===== config.mk =====
export PLATFORM = sky130hd
export DESIGN_NAME = bist_pattern_engine
export DESIGN_NICKNAME = d
export VERILOG_FILES = /design/src/rtl/bist_pattern_engine.sv
export SDC_FILE = /design/constraint.sdc
export NUM_CORES = 1
export LEC_CHECK = 0
export CAP_MARGIN = 20
export CELL_PAD_IN_SITES_DETAIL_PLACEMENT = 1
export CELL_PAD_IN_SITES_GLOBAL_PLACEMENT = 1
export CORE_MARGIN = 4
export CORE_UTILIZATION = 38
export DETAILED_ROUTE_END_ITERATION = 6
export GPL_TIMING_DRIVEN = 1
export PLACE_DENSITY = 0.84
export SLEW_MARGIN = 20
export SYNTH_ARGS = -nofsm -noshare
export SYNTH_HDL_FRONTEND = slang
export SYNTH_SLANG_ARGS = --single-unit

===== constraint.sdc =====
create_clock -name clock -period 3.4 [get_ports clock]
set_input_delay 0.34 -clock clock [delete_from_list [all_inputs] [get_ports clock]]
set_output_delay 0.34 -clock clock [all_outputs]
set_load 0.005 [all_outputs]

===== src/rtl/bist_pattern_engine.sv =====
// Purpose: on-chip BIST; a Galois LFSR drives patterns into the CUT and a Galois MISR compacts its responses.
// Latency: pattern 0 appears the cycle after start; done rises NUM_PATTERNS cycles later.
// Backpressure: none; one pattern per cycle, abort cancels a run and start is ignored while running.

`default_nettype none

module bist_pattern_engine #(
    parameter int                    IN_WIDTH         = 7,
    parameter int                    OUT_WIDTH        = 4,
    parameter logic [IN_WIDTH-1:0]   TPG_TAPS         = 7'h03,
    parameter logic [IN_WIDTH-1:0]   TPG_SEED         = 7'h01,
    parameter int                    MISR_WIDTH       = 8,
    parameter logic [MISR_WIDTH-1:0] MISR_TAPS        = 8'h1D,
    parameter int                    NUM_PATTERNS     = 100,
    parameter logic [MISR_WIDTH-1:0] GOLDEN_SIGNATURE = 8'h00
) (
    input  logic                                  clock,
    input  logic                                  reset_n,
    input  logic                                  start,
    input  logic                                  abort,
    input  logic [OUT_WIDTH-1:0]                  test_response,
    output logic [IN_WIDTH-1:0]                   test_pattern,
    output logic                                  test_mode,
    output logic                                  busy,
    output logic                                  done,
    output logic                                  pass,
    output logic [MISR_WIDTH-1:0]                 signature,
    output logic [$clog2(NUM_PATTERNS+1)-1:0]     pattern_count
);

    localparam int CNT_W = $clog2(NUM_PATTERNS + 1);

    // The count reaching this value on a RUN edge marks the final capture.
    localparam logic [CNT_W-1:0] LAST_IDX = CNT_W'(NUM_PATTERNS - 1);
    localparam logic [CNT_W-1:0] CNT_ONE  = CNT_W'(1);

    localparam logic [1:0] S_IDLE = 2'd0;
    localparam logic [1:0] S_RUN  = 2'd1;
    localparam logic [1:0] S_DONE = 2'd2;

    logic [1:0]            state_q;
    logic [1:0]            state_d;
    logic [IN_WIDTH-1:0]   lfsr_q;
    logic [IN_WIDTH-1:0]   lfsr_d;
    logic [MISR_WIDTH-1:0] misr_q;
    logic [MISR_WIDTH-1:0] misr_d;
    logic [CNT_W-1:0]      count_q;
    logic [CNT_W-1:0]      count_d;

    logic [IN_WIDTH-1:0]   lfsr_step;
    logic [MISR_WIDTH-1:0] misr_step;
    logic                  in_run;
    logic                  in_done;

    // Galois shift-left forms: the bit shifted out of the MSB folds the tap mask back in.
    assign lfsr_step = {lfsr_q[IN_WIDTH-2:0], 1'b0}
                     ^ (lfsr_q[IN_WIDTH-1] ? TPG_TAPS : '0);

    // The response is zero-extended into the low bits of the MISR on every capture.
    assign misr_step = {misr_q[MISR_WIDTH-2:0], 1'b0}
                     ^ (misr_q[MISR_WIDTH-1] ? MISR_TAPS : '0)
                     ^ MISR_WIDTH'(test_response);

    // Next-state selection: abort wins over the final capture, start only acts outside RUN.
    always_comb begin
        state_d = state_q;
        lfsr_d  = lfsr_q;
        misr_d  = misr_q;
        count_d = count_q;
        case (state_q)
            S_IDLE, S_DONE: begin
                if (start) begin
                    state_d = S_RUN;
                    lfsr_d  = TPG_SEED;
                    misr_d  = '0;
                    count_d = '0;
                end
            end
            S_RUN: begin
                if (abort) begin
                    // Signature and count are left as-is so they can be inspected afterwards.
                    state_d = S_IDLE;
                end else begin
                    lfsr_d  = lfsr_step;
                    misr_d  = misr_step;
                    count_d = count_q + CNT_ONE;
                    if (count_q == LAST_IDX) begin
                        state_d = S_DONE;
                    end
                end
            end
            default: begin
                state_d = S_IDLE;
            end
        endcase
    end

    // State and datapath registers; reset parks the engine idle with a cleared signature.
    always_ff @(posedge clock or negedge reset_n) begin
        if (!reset_n) begin
            state_q <= S_IDLE;
            lfsr_q  <= TPG_SEED;
            misr_q  <= '0;
            count_q <= '0;
        end else begin
            state_q <= state_d;
            lfsr_q  <= lfsr_d;
            misr_q  <= misr_d;
            count_q <= count_d;
        end
    end

    // Outputs are pure decodes of registered state; the LFSR is hidden from the CUT outside RUN.
    assign in_run        = (state_q == S_RUN);
    assign in_done       = (state_q == S_DONE);
    assign test_pattern  = in_run ? lfsr_q : '0;
    assign test_mode     = in_run;
    assign busy          = in_run;
    assign done          = in_done;
    assign pass          = in_done && (misr_q == GOLDEN_SIGNATURE);
    assign signature     = misr_q;
    assign pattern_count = count_q;

endmodule

`default_nettype wire


# [Word level (Yosys, flattened, before mapping)]
# Index checks and enable logic that the tools add are counted.
[op_classes] bitwise=3 eq_ne=6 add_sub_neg=1 n_reduce_logical=7 n_mux=16
[ops] op="2-to-1 mux 7 bit" count=5
[ops] op="one-hot mux 7 bit (2 select lines)" count=2
[ops] op="2-to-1 mux 8 bit" count=2
[ops] op="one-hot mux 8 bit (2 select lines)" count=1
[ops] op="zero test 8 bit" count=1
[ops] op="2-to-1 mux 2 bit" count=4
[ops] op="bitwise XOR 8 x 4 -> 8 bit" count=1
[ops] op="bitwise XOR 8 x 5 -> 8 bit" count=1
[ops] op="adder 7 x 1 -> 7 bit, second input constant" count=1
[ops] op="== test 7 bit, second input constant" count=1
[ops] op="bitwise XOR 7 x 2 -> 7 bit" count=1
[ops] op="2-to-1 mux 5 bit" count=1
[ops] op="inequality test 2 bit, second input constant" count=2
[ops] op="one-hot mux 2 bit (2 select lines)" count=1
[ops] op="inequality test 3 x 2 -> 1 bit, second input constant" count=1
[ops] op="AND reduction 3 bit" count=1
[ops] op="== test 2 x 1 -> 1 bit, second input constant" count=1
[ops] op="== test 2 bit, second input constant" count=1
[ops] op="zero test 2 bit" count=1
[ops] op="AND reduction 2 bit" count=1
[ops] op="nonzero test 2 bit" count=1
[ops] op="OR reduction 2 bit" count=1
[ops] op="logical AND 1 bit" count=1
[word_totals] input_bits=8 wordCells=37 output_inout_bits=26 register_bits=24

# [Logic depth before layout (Yosys ltp)]
# Gate-level depths: netlist (run 1).
[depth] depth_word=5 mapped_depth=5 ltp_nobuf=4

# [Least setup slack after synthesis (run 1)]
# Ideal clock, no wire load.
[synth_timing] path_type="flip-flop to output port" startpoint="register state_q[1]" endpoint="output test_pattern[1]" required_time_ps=3060 stages_incl_launch_ff=5 n_path_buf=2 path_slack_ps=1909 t_arrival_ps=1151 cell_sequence="dfrtp_1 and2b_1 clkbuf_1 and2_1 buf_4"
[synth_between] elab_chain_cells=2
[synth_rtl] item="start, declared" line_no="41" text="logic [1:0] state_q;"
[synth_rtl] item="start signal, assigned" line_no="106" text="state_q <= state_d;"
[synth_rtl] item="== test 2 x 1 -> 1 bit" line_no="114" text="assign in_run = (state_q == S_RUN);"
[synth_rtl] item="net busy" line_no="24" text="output logic busy,"
[synth_rtl] item="2-to-1 mux 7 bit" line_no="116" text="assign test_pattern = in_run ? lfsr_q : '0;"
[synth_rtl] item="end, declared" line_no="22" text="output logic [IN_WIDTH-1:0] test_pattern,"
# The timed path passes the listed nets, and every way through them passes these cells.

# [Worst setup path after layout (run 1)]
[layout_timing] startpoint="register state_q[1]" endpoint="output test_pattern[5]"
[layout_between] elab_chain_cells=2
[layout_rtl] item="== test 2 x 1 -> 1 bit" line_no="114"
[layout_rtl] item="2-to-1 mux 7 bit" line_no="116"
# No other way between the ends.

==> results of run 1 <==
sequential cells by signal, summed over array words and instances (netlist names):
signal and cells:
signature 8, lfsr_q 7, pattern_count 7, state_q 2
kinds of logic after synthesis:
logic type | Yosys count
DFF | 24
AOI/OAI and AO/OA | 20
adders and majority gates | 1
xor gates and xnor gates | 8
muxes | 6
and+or+nand+nor | 49
buffers and inverters | 14
per-layer routing:
| metal | track usage, % | up-vias | wire (µm) |
|---|---|---|---|
| li1 | - | 473 | - |
| met1 | 19.5 | 489 | 1320 |
| met2 | 24.1 | 23 | 1440 |
| met3 | 2.77 | 0 | 123 |
| met4 | 4.75 | 0 | 0 |
| met5 | 0 | - | 0 |
power by group:
part	internal, µW	switching [µW]	total (µW)
Sequential	328	43.6	371
Clock	45.8	84.5	130
Combinational	123	92.0	215
Total	496	220	716
final cells by class:
cell class	instances	area share (%)
Sequential cell	24	38.6
Tap cell	44	3.53
Clock buffer	4	1.68
Inverter	2	0.481
Multi-Input combinational cell	84	34.9
Timing Repair Buffer	33	20.8
final timing paths:
check	slack (ns)	start	cells past startpoint	endpoint
hold reg to reg	0.52	lfsr_q[4]	1	lfsr_q[4]
max in group asynchronous	3.03	reset_n	1	lfsr_q[0]
min in group clock	0.52	lfsr_q[4]	1	lfsr_q[4]
setup / recovery	1.11	state_q[1]	3	test_pattern[5]
hold / removal	-0.02	reset_n	1	pattern_count[0]
setup reg to reg	1.75	state_q[1]	3	pattern_count[6]
Yosys cell counts, types with 2 or more instances:
library cell and n:
nand2b_1 2, nand3_1 10, nand2_1 13, o31ai_1 4, clkbuf_1 3, or4_1 2
and2b_1 2, buf_4 6, nor4_1 3, xor2_1 5, and2_1 7, o21ai_1 5
inv_1 2, buf_2 2, xnor2_1 3, o21ai_0 6, mux2_2 5, dfrtp_1 23
a21oi_1 3
critical path, cell delays in order (launching register included):
cell             delay [ns]
dfrtp_1                0.47
and2b_1                0.45
and2_1                 0.21
clkdlybuf4s50_1        0.51
through the flow:
step                instances  instance area [µm²]  hold WS (ns)  setup WS, ns  power, µW
floorplan                 122                 1220        0.0444          1.91        483
global placement          187                 1540         0.479          1.47        584
detailed placement        187                 1540         0.495          1.38        596
CTS                       191                 1570         0.523          1.10        727
global route              191                 1560       0.00653         0.977        768
finish                    191                 1560       -0.0190          1.11        716
==> metrics, run 1 <==
post-CTS sizing=0; maximum fanout along the worst path=13; Synth area leaders=dfrtp_1 47%, mux2_2 4.6%, nand3_1 4.1%; f_max=0.437 GHz; number of global-route vias before repair=around 1000; most common cell after layout, fill and taps aside=clkdlybuf4s50_1; Final Max Tran Viols=0; Synth Cell Area=about 0.0012 mm²; skew final=0.0125 ns; die area=about 0.0042 mm²; RSZ-0062 raised after global routing=no; Final nets=157; area of the multi-input gates=about 540 µm²; first-pass GRT wire length=between 4000 and 5000 µm; Gate Count Post-Synth=approximately 120; synth unique cells=35; DP Wirelength=approximately 2200 µm; hold slack=-0.0190 ns; outcome=complete, but fails checks; area share of fa/ha/maj cells after synthesis=1.02%; post-synthesis compound-gate area fraction=under 10%; DR vias=roughly 990; Synth area leader=dfrtp_1; Worst Hold Class=in2async; Post-synth EDFFs=0; flops & latches, synth=24; synthesized-area fraction occupied by xor and xnor cells=roughly 5.7%; grt ovf=0; post-DR vias/cell=~5.2; final setup vio count=0; crit path time final=2.29 ns; kind of critical path=reg2out; postcts setup bufs=0; Num CTS Buffers=3; routed len/inst=roughly 15 µm; Slew headroom=around 64%; Crit path arrival time=1.95 ns; FFs w/ async S/R, synth=100%; YS warnings=0; Routed WL=roughly 2900 µm; area share of the largest cell type after synthesis=47.0%; Simple-Gate Fraction of Synth Area=a little under a quarter; Crit. End Element=primary output; largest family of logic cells by synthesized area=simple AND/OR/NAND/NOR gates; Post-Synthesis Mean Instance Area=approximately 10 µm²; Worst-Margin Slew=around 0.54 ns; period utilization=between 60% and 70%; DRT Pass-1 Iters=4; initial antenna violation count=0; commonest non-fill, non-tap cells in the layout=32 x clkdlybuf4s50_1, 23 x dfrtp_1, 13 x nand2_1; Final Hold Vio Count=16; Total GRT Usage=14.7%; share of layout cells above drive strength 1=roughly 8.2%; syn nets=131; failing checks=negative hold slack; Reg clk slew, reported paths=between 0.1 and 0.15 ns; Leak=0.000656 µW; fin util=between 50% and 60%; clk root buf=clkbuf_4; Longest Clk Path Bufs=2; largest net degree at the start of global routing=25; routability congestion estimate=0.755; maxcap violations=0; row cnt=20; Die H=64.7 µm; DR iter-0 viols=35; Fillers=360; n_diodes=0; clock insertion delay at the later pin of the skew report=between 0.3 and 0.4 ns; CTS HTree Levels=1; Die X=~65 µm; setup TNS=0 ns; area growth from synthesis to final layout=27.5%; Synth Flop Type=dfrtp_1; hold_buf cts=0; I/O pins=34; Routed Antenna Nets=0; Remaining DRCs=0; multiplexer area fraction after synthesis=~5.4%; CTS tree=built; Power Dens Cells=between 400 and 500 mW/mm²; Num Clock Sinks=24; register area=602 µm²; Seq/Total Area, Yosys=just under 50%; Max VDD drop=0.240 mV; startpoint types=flop; worst path required time=3.06 ns; Initial Utilization=roughly 40%; Core Area=roughly 0.0031 mm²; I/O Buffers=33
(Power assumes the default switching activity.)
==> run 2, diff against run 1 <==
--- a/config.mk
+++ b/config.mk
@@ -9,10 +9,10 @@
 export CELL_PAD_IN_SITES_DETAIL_PLACEMENT = 1
 export CELL_PAD_IN_SITES_GLOBAL_PLACEMENT = 1
 export CORE_MARGIN = 4
-export CORE_UTILIZATION = 38
+export CORE_UTILIZATION = 32
 export DETAILED_ROUTE_END_ITERATION = 6
 export GPL_TIMING_DRIVEN = 1
-export PLACE_DENSITY = 0.84
+export PLACE_DENSITY = 0.76
 export SLEW_MARGIN = 20
 export SYNTH_ARGS = -nofsm -noshare
 export SYNTH_HDL_FRONTEND = slang
==> constraint.sdc (replaced) <==
create_clock -name clock -period 2.05 [get_ports clock]
set_input_delay 0.205 -clock clock [delete_from_list [all_inputs] [get_ports clock]]
set_output_delay 0.205 -clock clock [all_outputs]
set_load 0.005 [all_outputs]
==> metrics, run 2 (synthesized netlist as in run 1, its figures left out) <==
Seq pwr share=47.9% (was 51.8%); setup TNS=0 ns (unchanged); WL met2=1550 µm (was 1440 µm); most common cell after layout, fill and taps aside=clkdlybuf4s50_1 (unchanged); clk root buf=clkbuf_8 (was clkbuf_4); switch share=29.6% (was 30.7%); fin area=0.00164 mm² (was 0.00156 mm²); clock power share=22.5% (was 18.2%); Slew headroom=62.2% (was 64.0%); metal3 WL=122 µm (was 123 µm); WP buf/inv=1 (unchanged); Crit path arrival time=1.73 ns (was 1.95 ns); Final Max Tran Viols=0 (unchanged); Int Power=905 µW (was 496 µW); maxcap violations=0 (unchanged); worst path required time=1.85 ns (was 3.06 ns); Reg clk slew, reported paths=0.08 ns (was 0.14 ns); wl on met1=1440 µm (was 1320 µm); initial antenna violation count=0 (unchanged); row cnt=22 (was 20); Total GRT Usage=13.3% (was 14.7%); delay of the slowest critical-path stage=0.52 ns (was 0.51 ns); Worst Hold Class=in2async (unchanged); placement-stage cell area=0.00157 mm² (was 0.00154 mm²); final setup vio count=0 (unchanged); CTS HTree Levels=1 (unchanged); DP Wirelength=2310 µm (was 2170 µm); Power Dens Cells=785 mW/mm² (was 459 mW/mm²); skew final=0.00164 ns (was 0.0125 ns); r2r setup slk=0.40 ns (was 1.75 ns); post-DR vias/cell=5.01 (was 5.16); CTS tree=built (unchanged); FF-to-FF path depth=3 (unchanged); clock insertion delay at the later pin of the skew report=0.26 ns (was 0.32 ns); share of layout cells above drive strength 1=11.8% (was 8.16%); area growth from synthesis to final layout=33.7% (was 27.5%); Initial Utilization=33.2% (was 39.8%); number of global-route vias before repair=1095 (was 1004); period utilization=between 90% and 100%; max reg flops=8 (unchanged); largest net degree at the start of global routing=25 (unchanged); DR vias=1007 (was 985); commonest non-fill, non-tap cells in the layout=33 x clkdlybuf4s50_1, 23 x dfrtp_1, 13 x nand2_1 (was 32 x clkdlybuf4s50_1, 23 x dfrtp_1, 13 x nand2_1); hold_buf cts=0 (unchanged); crit path time final=around 1.9 ns; grt ovf=0 (unchanged); Final Hold Vio Count=0 (was 16); Longest Clk Path Bufs=2 (unchanged); Num CTS Buffers=3 (unchanged); f_max=between 0.5 and 0.6 GHz; post-route non-filler standard cell count=201 (was 191); Slowest-stage cell, CP=clkdlybuf4s50_1 (unchanged); routed len/inst=15.6 µm (was 15.1 µm); kind of critical path=reg2out (unchanged); Die H=69.8 µm (was 64.7 µm); routability congestion estimate=0.743 (was 0.755); DR iter-0 viols=32 (was 35); DRT Pass-1 Iters=3 (was 4); I/O pins=34 (unchanged); DP Cell Count=194 (was 187); Crit. End Element=primary output (unchanged); first-pass GRT wire length=5330 µm (was 4910 µm); Die X=69.8 µm (was 64.7 µm); Core Area=0.00369 mm² (was 0.00308 mm²); Num Clock Sinks=24 (unchanged); Routed WL=3130 µm (was 2890 µm); outcome=complete, no violations (was complete, but fails checks); DR top layer=met4 (was met3); part of the power in combinational logic=29.6% (was 30.0%); Routed Antenna Nets=0 (unchanged); I/O Buffers=33 (unchanged); Leak=0.000695 µW (was 0.000656 µW); Max VDD drop=0.325 mV (was 0.240 mV); Remaining DRCs=0 (unchanged); worst-path cell chain=and2b_4 -> and2_1 -> clkdlybuf4s50_1 (was and2b_1 -> and2_1 -> clkdlybuf4s50_1); die area=0.00488 mm² (was 0.00419 mm²); maximum fanout along the worst path=12 (was 13); critical path depth in cells=3 (unchanged); n_diodes=0 (unchanged); Worst-Margin Slew=0.567 ns (was 0.540 ns); startpoint types=flop (unchanged); P_sw=380 µW (was 220 µW); Final nets=163 (was 157); delay-heaviest family, CP=buffers and inverters (was simple AND/OR/NAND/NOR gates)
-- run 2: changes by cell type in the layout (fill, tap and decap cells not counted), sizes merged --
cell           before  now
buf                 1    6
clkdlybuf4s50      32   33
-- run 2: stage by stage --
step           utilization [%]  worst slack (ns)  total power, µW  hold WS [ns]
2_1_floorplan                -             0.640              801       -0.0906
3_3_place_gp              42.5             0.254              981         0.485
3_5_place_dp              42.5             0.126              998         0.491
4_1_cts                   43.7            0.0512             1280         0.295
5_1_grt                   44.4          -0.00492             1380         0.298
6_report                  44.4             0.114             1280         0.287
-- run 2: layout make-up --
| type | count | area (µm²) |
|---|---|---|
| Clock buffer | 4 | 45.0 |
| Fill cell | 440 | 2050 |
| Inverter | 2 | 7.51 |
| Multi-Input combinational cell | 84 | 547 |
| Sequential cell | 24 | 602 |
| Tap cell | 48 | 60.1 |
| Timing Repair Buffer | 39 | 375 |
-- run 2: repair_timing --
action	in CTS	in global routing
setup buffers	0	3
resized for setup	1	1
endpoints found under the setup margin	7	6
-- run 2: path summary, 6_finish.rpt --
kind,start,end
min in group clock,lfsr_q[1],lfsr_q[1]
min reg2reg,lfsr_q[1],lfsr_q[1]
min,reset_n,lfsr_q[3]
max,state_q[1],test_pattern[1]
max reg2reg,state_q[1],pattern_count[6]
max in group asynchronous,reset_n,lfsr_q[0]
-- run 2: worst register-to-register path: stages (launching register included) --
cell and delay [ns]:
dfrtp_1 0.44, nand4bb_1 0.38, or4_1 0.60, a21oi_1 0.17
-- run 2: per-layer routing --
metal | track usage (%) | vias to the layer above
met5 | 0 | -
met4 | 2.34 | 0
met3 | 3.33 | 2
met2 | 23.0 | 27
met1 | 16.9 | 495
li1 | - | 483
-- run 2: power by group through the flow --
stage / Combinational (µW) / Sequential [µW] / Clock (µW)
final: 380 / 616 / 289
after global routing: 428 / 632 / 320
after CTS: 375 / 617 / 293
after detailed placement: 371 / 627 / 0
after global placement: 360 / 620 / 0
after floorplan: 188 / 612 / 0
